$ cat src/rtl/a2d_rr_sched.sv
`timescale 1ns/1ps
`default_nettype none
// ==== a2d_rr_sched : round-robin lft/rght/batt A2D sequencer over a shared SPI monarch ====
// ==== optional done-timeout abort when A2D_TIMEOUT_EN is defined            rev 1.0 ====
module a2d_rr_sched #(
    parameter logic [2:0] LFT_CH  = 3'd0,
    parameter logic [2:0] RGHT_CH = 3'd4,
    parameter logic [2:0] BATT_CH = 3'd5,
    parameter int         TMO_CYC = 1024
) (
    input  logic        clk,
    input  logic        rst,
    input  logic        nxt,
    output logic        wrt,
    output logic [15:0] cmd,
    input  logic        done,
    input  logic [15:0] rd_data,
    output logic [11:0] lft_ld,
    output logic [11:0] rght_ld,
    output logic [11:0] batt,
    output logic        cnv_cmplt,
    output logic        a2d_err
);

    localparam logic [2:0] S_IDLE  = 3'd0;
    localparam logic [2:0] S_CMD   = 3'd1;
    localparam logic [2:0] S_WAIT1 = 3'd2;
    localparam logic [2:0] S_GAP   = 3'd3;
    localparam logic [2:0] S_RD    = 3'd4;
    localparam logic [2:0] S_WAIT2 = 3'd5;

    logic [2:0]  state_q, state_d;
    logic [1:0]  ptr_q, ptr_d;
    logic        wrt_q, wrt_d;
    logic [15:0] cmd_q, cmd_d;
    logic [11:0] lft_q, lft_d;
    logic [11:0] rght_q, rght_d;
    logic [11:0] batt_q, batt_d;
    logic        cmplt_q, cmplt_d;
    logic        w_tmo;
    logic [2:0]  w_ch;
    logic [1:0]  w_ptr_inc;
    logic        w_unused_rd_hi;

    // The upper nibble of the A2D response carries no conversion data.
    assign w_unused_rd_hi = &{1'b0, rd_data[15:12]};

    always_comb begin
        case (ptr_q)
            2'd0:    w_ch = LFT_CH;
            2'd1:    w_ch = RGHT_CH;
            default: w_ch = BATT_CH;
        endcase
    end

    assign w_ptr_inc = (ptr_q == 2'd2) ? 2'd0 : ptr_q + 2'd1;

    always_comb begin
        state_d = state_q;
        ptr_d   = ptr_q;
        wrt_d   = 1'b0;
        cmd_d   = cmd_q;
        lft_d   = lft_q;
        rght_d  = rght_q;
        batt_d  = batt_q;
        cmplt_d = 1'b0;
        case (state_q)
            S_IDLE: begin
                if (nxt) begin
                    state_d = S_CMD;
                    wrt_d   = 1'b1;
                    cmd_d   = {2'b00, w_ch, 11'h000};
                end
            end
            S_CMD:   state_d = S_WAIT1;
            S_WAIT1: begin
                if (done) begin
                    state_d = S_GAP;
                end else if (w_tmo) begin
                    state_d = S_IDLE;
                    ptr_d   = w_ptr_inc;
                end
            end
            S_GAP: begin
                state_d = S_RD;
                wrt_d   = 1'b1;
            end
            S_RD:    state_d = S_WAIT2;
            S_WAIT2: begin
                if (done) begin
                    state_d = S_IDLE;
                    ptr_d   = w_ptr_inc;
                    cmplt_d = 1'b1;
                    case (ptr_q)
                        2'd0:    lft_d  = rd_data[11:0];
                        2'd1:    rght_d = rd_data[11:0];
                        default: batt_d = rd_data[11:0];
                    endcase
                end else if (w_tmo) begin
                    state_d = S_IDLE;
                    ptr_d   = w_ptr_inc;
                end
            end
            default: state_d = S_IDLE;
        endcase
    end

    // Battery resets to full scale so a low-battery compare stays quiet until measured.
    always_ff @(posedge clk) begin
        if (rst) begin
            state_q <= S_IDLE;
            ptr_q   <= 2'd0;
            wrt_q   <= 1'b0;
            cmd_q   <= 16'h0000;
            lft_q   <= 12'h000;
            rght_q  <= 12'h000;
            batt_q  <= 12'hFFF;
            cmplt_q <= 1'b0;
        end else begin
            state_q <= state_d;
            ptr_q   <= ptr_d;
            wrt_q   <= wrt_d;
            cmd_q   <= cmd_d;
            lft_q   <= lft_d;
            rght_q  <= rght_d;
            batt_q  <= batt_d;
            cmplt_q <= cmplt_d;
        end
    end

`ifdef A2D_TIMEOUT_EN
    localparam int            TW         = $clog2(TMO_CYC) + 1;
    localparam logic [TW-1:0] C_TMO_LAST = TW'(TMO_CYC - 1);

    logic [TW-1:0] tmo_q, tmo_d;
    logic          err_q, err_d;
    logic          w_waiting;

    // Counter is zero in CMD/RD, so it starts cleared on every WAIT entry.
    assign w_waiting = (state_q == S_WAIT1) || (state_q == S_WAIT2);
    assign w_tmo     = w_waiting && (tmo_q == C_TMO_LAST);

    always_comb begin
        tmo_d = w_waiting ? tmo_q + TW'(1) : '0;
        err_d = w_tmo && !done;
    end

    always_ff @(posedge clk) begin
        if (rst) begin
            tmo_q <= '0;
            err_q <= 1'b0;
        end else begin
            tmo_q <= tmo_d;
            err_q <= err_d;
        end
    end

    assign a2d_err = err_q;
`else
    logic [31:0] w_unused_tmo;

    assign w_unused_tmo = TMO_CYC;
    assign w_tmo        = 1'b0;
    assign a2d_err      = 1'b0;
`endif

    assign wrt       = wrt_q;
    assign cmd       = cmd_q;
    assign lft_ld    = lft_q;
    assign rght_ld   = rght_q;
    assign batt      = batt_q;
    assign cnv_cmplt = cmplt_q;

endmodule
`default_nettype wire

$ cat config.mk
export PLATFORM = sky130hd
export DESIGN_NAME = a2d_rr_sched
export DESIGN_NICKNAME = d
export VERILOG_FILES = /design/src/rtl/a2d_rr_sched.sv
export SDC_FILE = /design/constraint.sdc
export NUM_CORES = 1
export LEC_CHECK = 0
export CORE_MARGIN = 5
export CORE_UTILIZATION = 43
export DETAILED_ROUTE_END_ITERATION = 16
export PLACE_DENSITY = 0.9
export SYNTH_ARGS = -nofsm -noshare
export SYNTH_HDL_FRONTEND = slang
export SYNTH_SLANG_ARGS = --single-unit
$ cat constraint.sdc
create_clock -name clk -period 1.6 [get_ports clk]
set_input_delay 0.32 -clock clk [delete_from_list [all_inputs] [get_ports clk]]
set_output_delay 0.32 -clock clk [all_outputs]
set_load 0.01 [all_outputs]
# --- After elaboration in Yosys (flattened, before gate mapping) ---
# Index checks and enable logic that the tools add are counted.
word_totals:
  rom_bits: 0
  regBits: 46
  ramBits: 0
  latch_bits: 0
  wordCells: 40
  n_memories: 0
  in_bits: 20
op_classes:
  n_mul: 0
  n_lt_le_gt_ge: 0
  n_shift: 0
  div_mod_pow: 0
  eq_ne: 10
  bitwise_logic: 2
  add_sub_neg: 1
  muxes: 9
  reduce_logical: 10
ops:
  columns: ["op", "count"]
  rows:
  - ["$pmux 3 s6", 1]
  - ["$reduce_and 3->1", 4]
  - ["$mux 3", 3]
  - ["$eq 3x2->1 const B", 2]
  - ["$eq 3x3->1 const B", 2]
  - ["$ne 2x2->1 const B", 3]
  - ["$pmux 3 s2", 1]
  - ["$reduce_and 2->1", 2]
  - ["$reduce_or 2->1", 2]
  - ["$eq 3x1->1 const B", 1]
  - ["$logic_not 3->1", 1]
  - ["$add 2x1->2 const B", 1]
  - ["$eq 2x1->1 const B", 1]
  - ["$eq 2x2->1 const B", 1]
  - ["$logic_not 2->1", 1]
  - ["$mux 1", 2]
  - ["$mux 2", 1]
  - ["$not 1->1", 2]
  - ["$pmux 1 s2", 1]

# --- Depth between registers and ports, before layout ---
depth:
  ltp_word: 4
  depth_mapped: 6
  depth_no_buf: 3

# --- Worst setup path before layout ---
# OpenSTA, ideal clock, no wires.
synth_timing:
  kind: "reg2reg"
  start: "register state_q[1]"
  end: "register batt_q[0], in the netlist batt[0]"
  stages_incl_launch_ff: 6
  path_slack_ns: 0.205
  path_buffers: 2
  required_time_ns: 1.480
  t_arrival_ns: 1.275
  path_cell_list: "dfxtp_1 and4b_1 buf_6 and2_4 buf_6 a211o_1"
synth_via:
  elab_chain_cells: 2
synth_lines:
  columns: ["item", "line", "source"]
  rows:
  - ["start: declaration", "32", "logic [2:0] state_q, state_d;"]
  - ["start signal: assignment", "120", "state_q <= state_d;"]
  - ["$eq 3x3->1", "67", "case (state_q)"]
  - ["$reduce_and 3->1 (no source line)", null, null]
  - ["end signal: assignment", "126", "batt_q <= batt_d;"]
  - ["end: declaration", "38", "logic [11:0] batt_q, batt_d;"]
# Every way passes these cells.
# A chain may end at the register's enable or synchronous reset.

# --- Worst setup path in the final report ---
layout_timing:
  start: "input done"
  end: "register batt_q[9], in the netlist batt[9]"
layout_via:
  elab_chain_cells: 1
layout_lines:
  columns: ["item", "line", "source"]
  rows:
  - ["start: declaration", "16", "input logic done,"]
  - ["$reduce_and 3->1 (no source line)", null, null]
# Every way passes these cells.

==> flow_summary_export.csv <==
group,metric,value,unit
yosys,syn_area,1940,sq um
setup_path,ff2ff_setup_slack,0.11,ns
job,cap_violations,0,
global_routing,grt_pass1_vias,1409,
routing,drc,0,
yosys,yosys.area_share.simple,18.0,%
hold_path,hold_path_depth,2,
yosys,synth_top_area_share,46.5,%
sta,fin_crit,1.53,ns
die,initial_core_util,44.5,%
power,vdd_drop_max,0.455,mV
routing,ant_nets,0,
cts,clock_path_buffers,2,
finish,finalNetCount,267,
die,die_h,77.1,microns
global_routing,overflow,0,
setup_path,start_kind,"input pin",
yosys,synth_seq_area_share,46.5,%
power,power_density,797,nW/um^2
setup_path,reg2reg_depth,4,
yosys,syn_inst,186,
routing,vias,1432,
die,design.core.area,4350,sq um
yosys,synth_top_cell_by_area,"dfxtp_1",
cts,numCtsBuffers,5,
placed_design,gp_congestion,0.741,
finish,stdcell_area,2630,sq um
sta,fin_worst_skew,0.00427,ns
yosys,synth_xor_area_share,0.452,%
yosys,yosys_warnings,0,
setup_path,cp-end-kind,"flip-flop",
setup_path,worstPathRequired,1.78,ns
yosys,synthMuxAreaShare,12.9,%
hold_path,holdPathEnd,"lft_ld[3]",
cts,root_buffer,"clkbuf_8",
sta,setup_viol,0,
hold_path,holdCritStartpoint,"lft_ld[3]",
yosys,synth_compound_area_share,12.3,%
sta,max_freq,652,MHz
setup_path,critical_path_buf_inv_count,2,
power,p_leak,1.04,nW
sta,setup_ws,0.0655,ns
sta,grt_setup_unrepaired,"no",
yosys,synth_top_family_by_area,"simple AND/OR/NAND/NOR gates",
global_routing,grt_pass1_wl,6640,microns
die,chipWidth,77.1,microns
cts,postCtsHoldBufs,0,
setup_path,cp_top_family,"buffers and inverters",
setup_path,crit_type,"input pin to flip-flop",
finish,drive_gt1_share,12.1,%
die,io_pins,75,
setup_path,arrival,1.72,ns
die,dieArea,5950,sq um
setup_path,slowest_delay,0.52,ns
hold_path,hp-class,"flip-flop to flip-flop",
cts,cts_num_sinks,45,
global_routing,antenna_found_initial,0,
sta,hold_viol_final,0,
yosys,synthAdderAreaFrac,0,%
global_routing,grtUsageTotal,13.7,%
yosys,yosys-top-cells-area,"dfxtp_1 46%, mux2i_1 13%, nand2b_1 12%",
finish,area_growth,35.8,%
sta,maxSlewViolCount,0,
cts,cts_tree,"done",
placed_design,hpwl,3040,microns
setup_path,critPathSlowestCell,"clkdlybuf4s50_1",
yosys,synth_cell_type_count,28,
yosys,synth_seq_cells,45,
yosys,syn_avg_cell_area,10.4,sq um
die,rows,24,
routing,drt-initial-drc-count,51,
routing,first_pass_iters,4,
placed_design,dp_slack,-0.273,ns
routing,wl_per_cell,13.8,microns
routing,drt-total-wl,4130,microns
sta,fin_crit_sh,95.9,%
setup_path,r2r_end,"batt[9]",
setup_path,cp-startpoint,"done",
placed_design,placed_area,2530,sq um
finish,n_antenna_cell,0,
cts,cts_max_level,2,
setup_path,crit_fanout,8,
routing,viasPerCell,4.77,
cts,insertion_delay,0.29,ns
global_routing,grt_max_degree,58,
setup_path,path_cells,"clkdlybuf4s50_1, and4b_2, buf_4, a21boi_0, a211o_1",
run_status,status,"completed",
cts,cts.clk_slew.worst_paths,0.08,ns
placed_design,port_buffers,55,
setup_path,crit-reg2reg-launch,"state_q[0]",
what timing repair did:
action,4_1_cts,5_1_grt
endpoints found under the setup margin,0,1
gates resized for setup,0,1
buffers inserted,0,0
layout by cell type (no fill, tap or decap), drive strengths merged, types with 2 or more instances in the layout:
| cell type | Yosys | layout |
|---|---|---|
| buf | 20 | 13 |
| nor3 | 2 | 2 |
| nand2b | 36 | 36 |
| dfxtp | 45 | 45 |
| clkdlybuf4s50 | 0 | 55 |
| clkbuf | 8 | 7 |
| a211o | 12 | 12 |
| nor2 | 4 | 4 |
| a21oi | 4 | 4 |
| a21boi | 12 | 12 |
| conb | 1 | 15 |
| a211oi | 2 | 2 |
| nand2 | 5 | 5 |
| mux2i | 25 | 25 |
worst register-to-register path, stage by stage (launching register included):
cell and delay (ns):
dfxtp_1 0.47, and4b_2 0.34, buf_4 0.17, a21boi_0 0.11, a211o_1 0.30
power by group:
group	switching, mW	leakage [nW]	internal [mW]
logic	0.0840	0.626	0.108
registers	0.0154	0.364	1.14
clock network	0.366	0.0542	0.391
total	0.466	1.04	1.63
flip-flops by register name, indices dropped and copies added, names as in the netlist:
signal,flops
batt,12
cmd,2
cnv_cmplt,1
lft_ld,12
ptr_q,2
rght_ld,12
state_q,3
wrt,1
how the worst max path moves through the flow:
| stage | endpoint | slack (ns) | cells after the start |
|---|---|---|---|
| 2_1_floorplan | batt[0] | 0.21 | 5 |
| 3_3_place_gp | batt[3] | -0.23 | 5 |
| 3_5_place_dp | batt[9] | -0.27 | 5 |
| 4_1_cts | batt[9] | 0.05 | 5 |
| 5_1_grt | batt[6] | 0.02 | 1 |
| 6_report | batt[9] | 0.07 | 5 |
metrics by stage:
step	total power [mW]	TNS, ns	utilization [%]	hold WS (ns)	cells
floorplan	1.30	0	-	0.438	200
global placement	1.36	-4.23	58.1	0.459	292
finish	2.10	0	60.5	0.473	300
CTS	2.13	0	60.4	0.479	300
detailed placement	1.37	-5.33	58.1	0.461	292
global route	2.20	0	60.5	0.502	300
logic make-up (layout without fill, tap and decap cells):
kind of cell	Yosys count	in the layout
simple gates	55	55
flops	45	45
compound gates	31	31
buf+inv	28	76
mux	25	25
other cells	1	15
xor+xnor	1	1
cell type report:
type,count,area (sq um)
repair buffers,68,661
clock inverters,1,5.00
clock buffers,7,96.3
multi-input cells,127,905
fillers,368,1720
well taps,52,65.1
flip-flops and latches,45,901
metal layers:
metal / GRT usage (%) / wire, microns / vias to the layer above / share of wire [%]
met5: 0 / 0 / - / 0
met4: 5.15 / 59 / 0 / 1.4
met3: 3.98 / 234 / 5 / 5.7
met2: 23.4 / 2040 / 48 / 49
met1: 16.1 / 1790 / 650 / 43
li1: - / - / 729 / -
synth_stat cells:
| cell | n |
|---|---|
| a211o_1 | 10 |
| a211o_2 | 2 |
| a211oi_1 | 2 |
| a21boi_0 | 12 |
| a21oi_1 | 4 |
| a31oi_1 | 1 |
| and2_4 | 1 |
| and4b_1 | 1 |
| buf_2 | 1 |
| buf_4 | 17 |
| buf_6 | 2 |
| clkbuf_1 | 7 |
| clkbuf_2 | 1 |
| conb_1 | 1 |
| dfxtp_1 | 45 |
| mux2i_1 | 25 |
| nand2_1 | 5 |
| nand2b_1 | 36 |
| nand3b_2 | 1 |
| nand4b_1 | 1 |
| nor2_1 | 4 |
| nor3_1 | 1 |
| nor3_2 | 1 |
| nor4b_1 | 1 |
| or2_2 | 1 |
| or3b_2 | 1 |
| or4bb_2 | 1 |
| xnor2_1 | 1 |
Power figures use the tool's default switching activity.
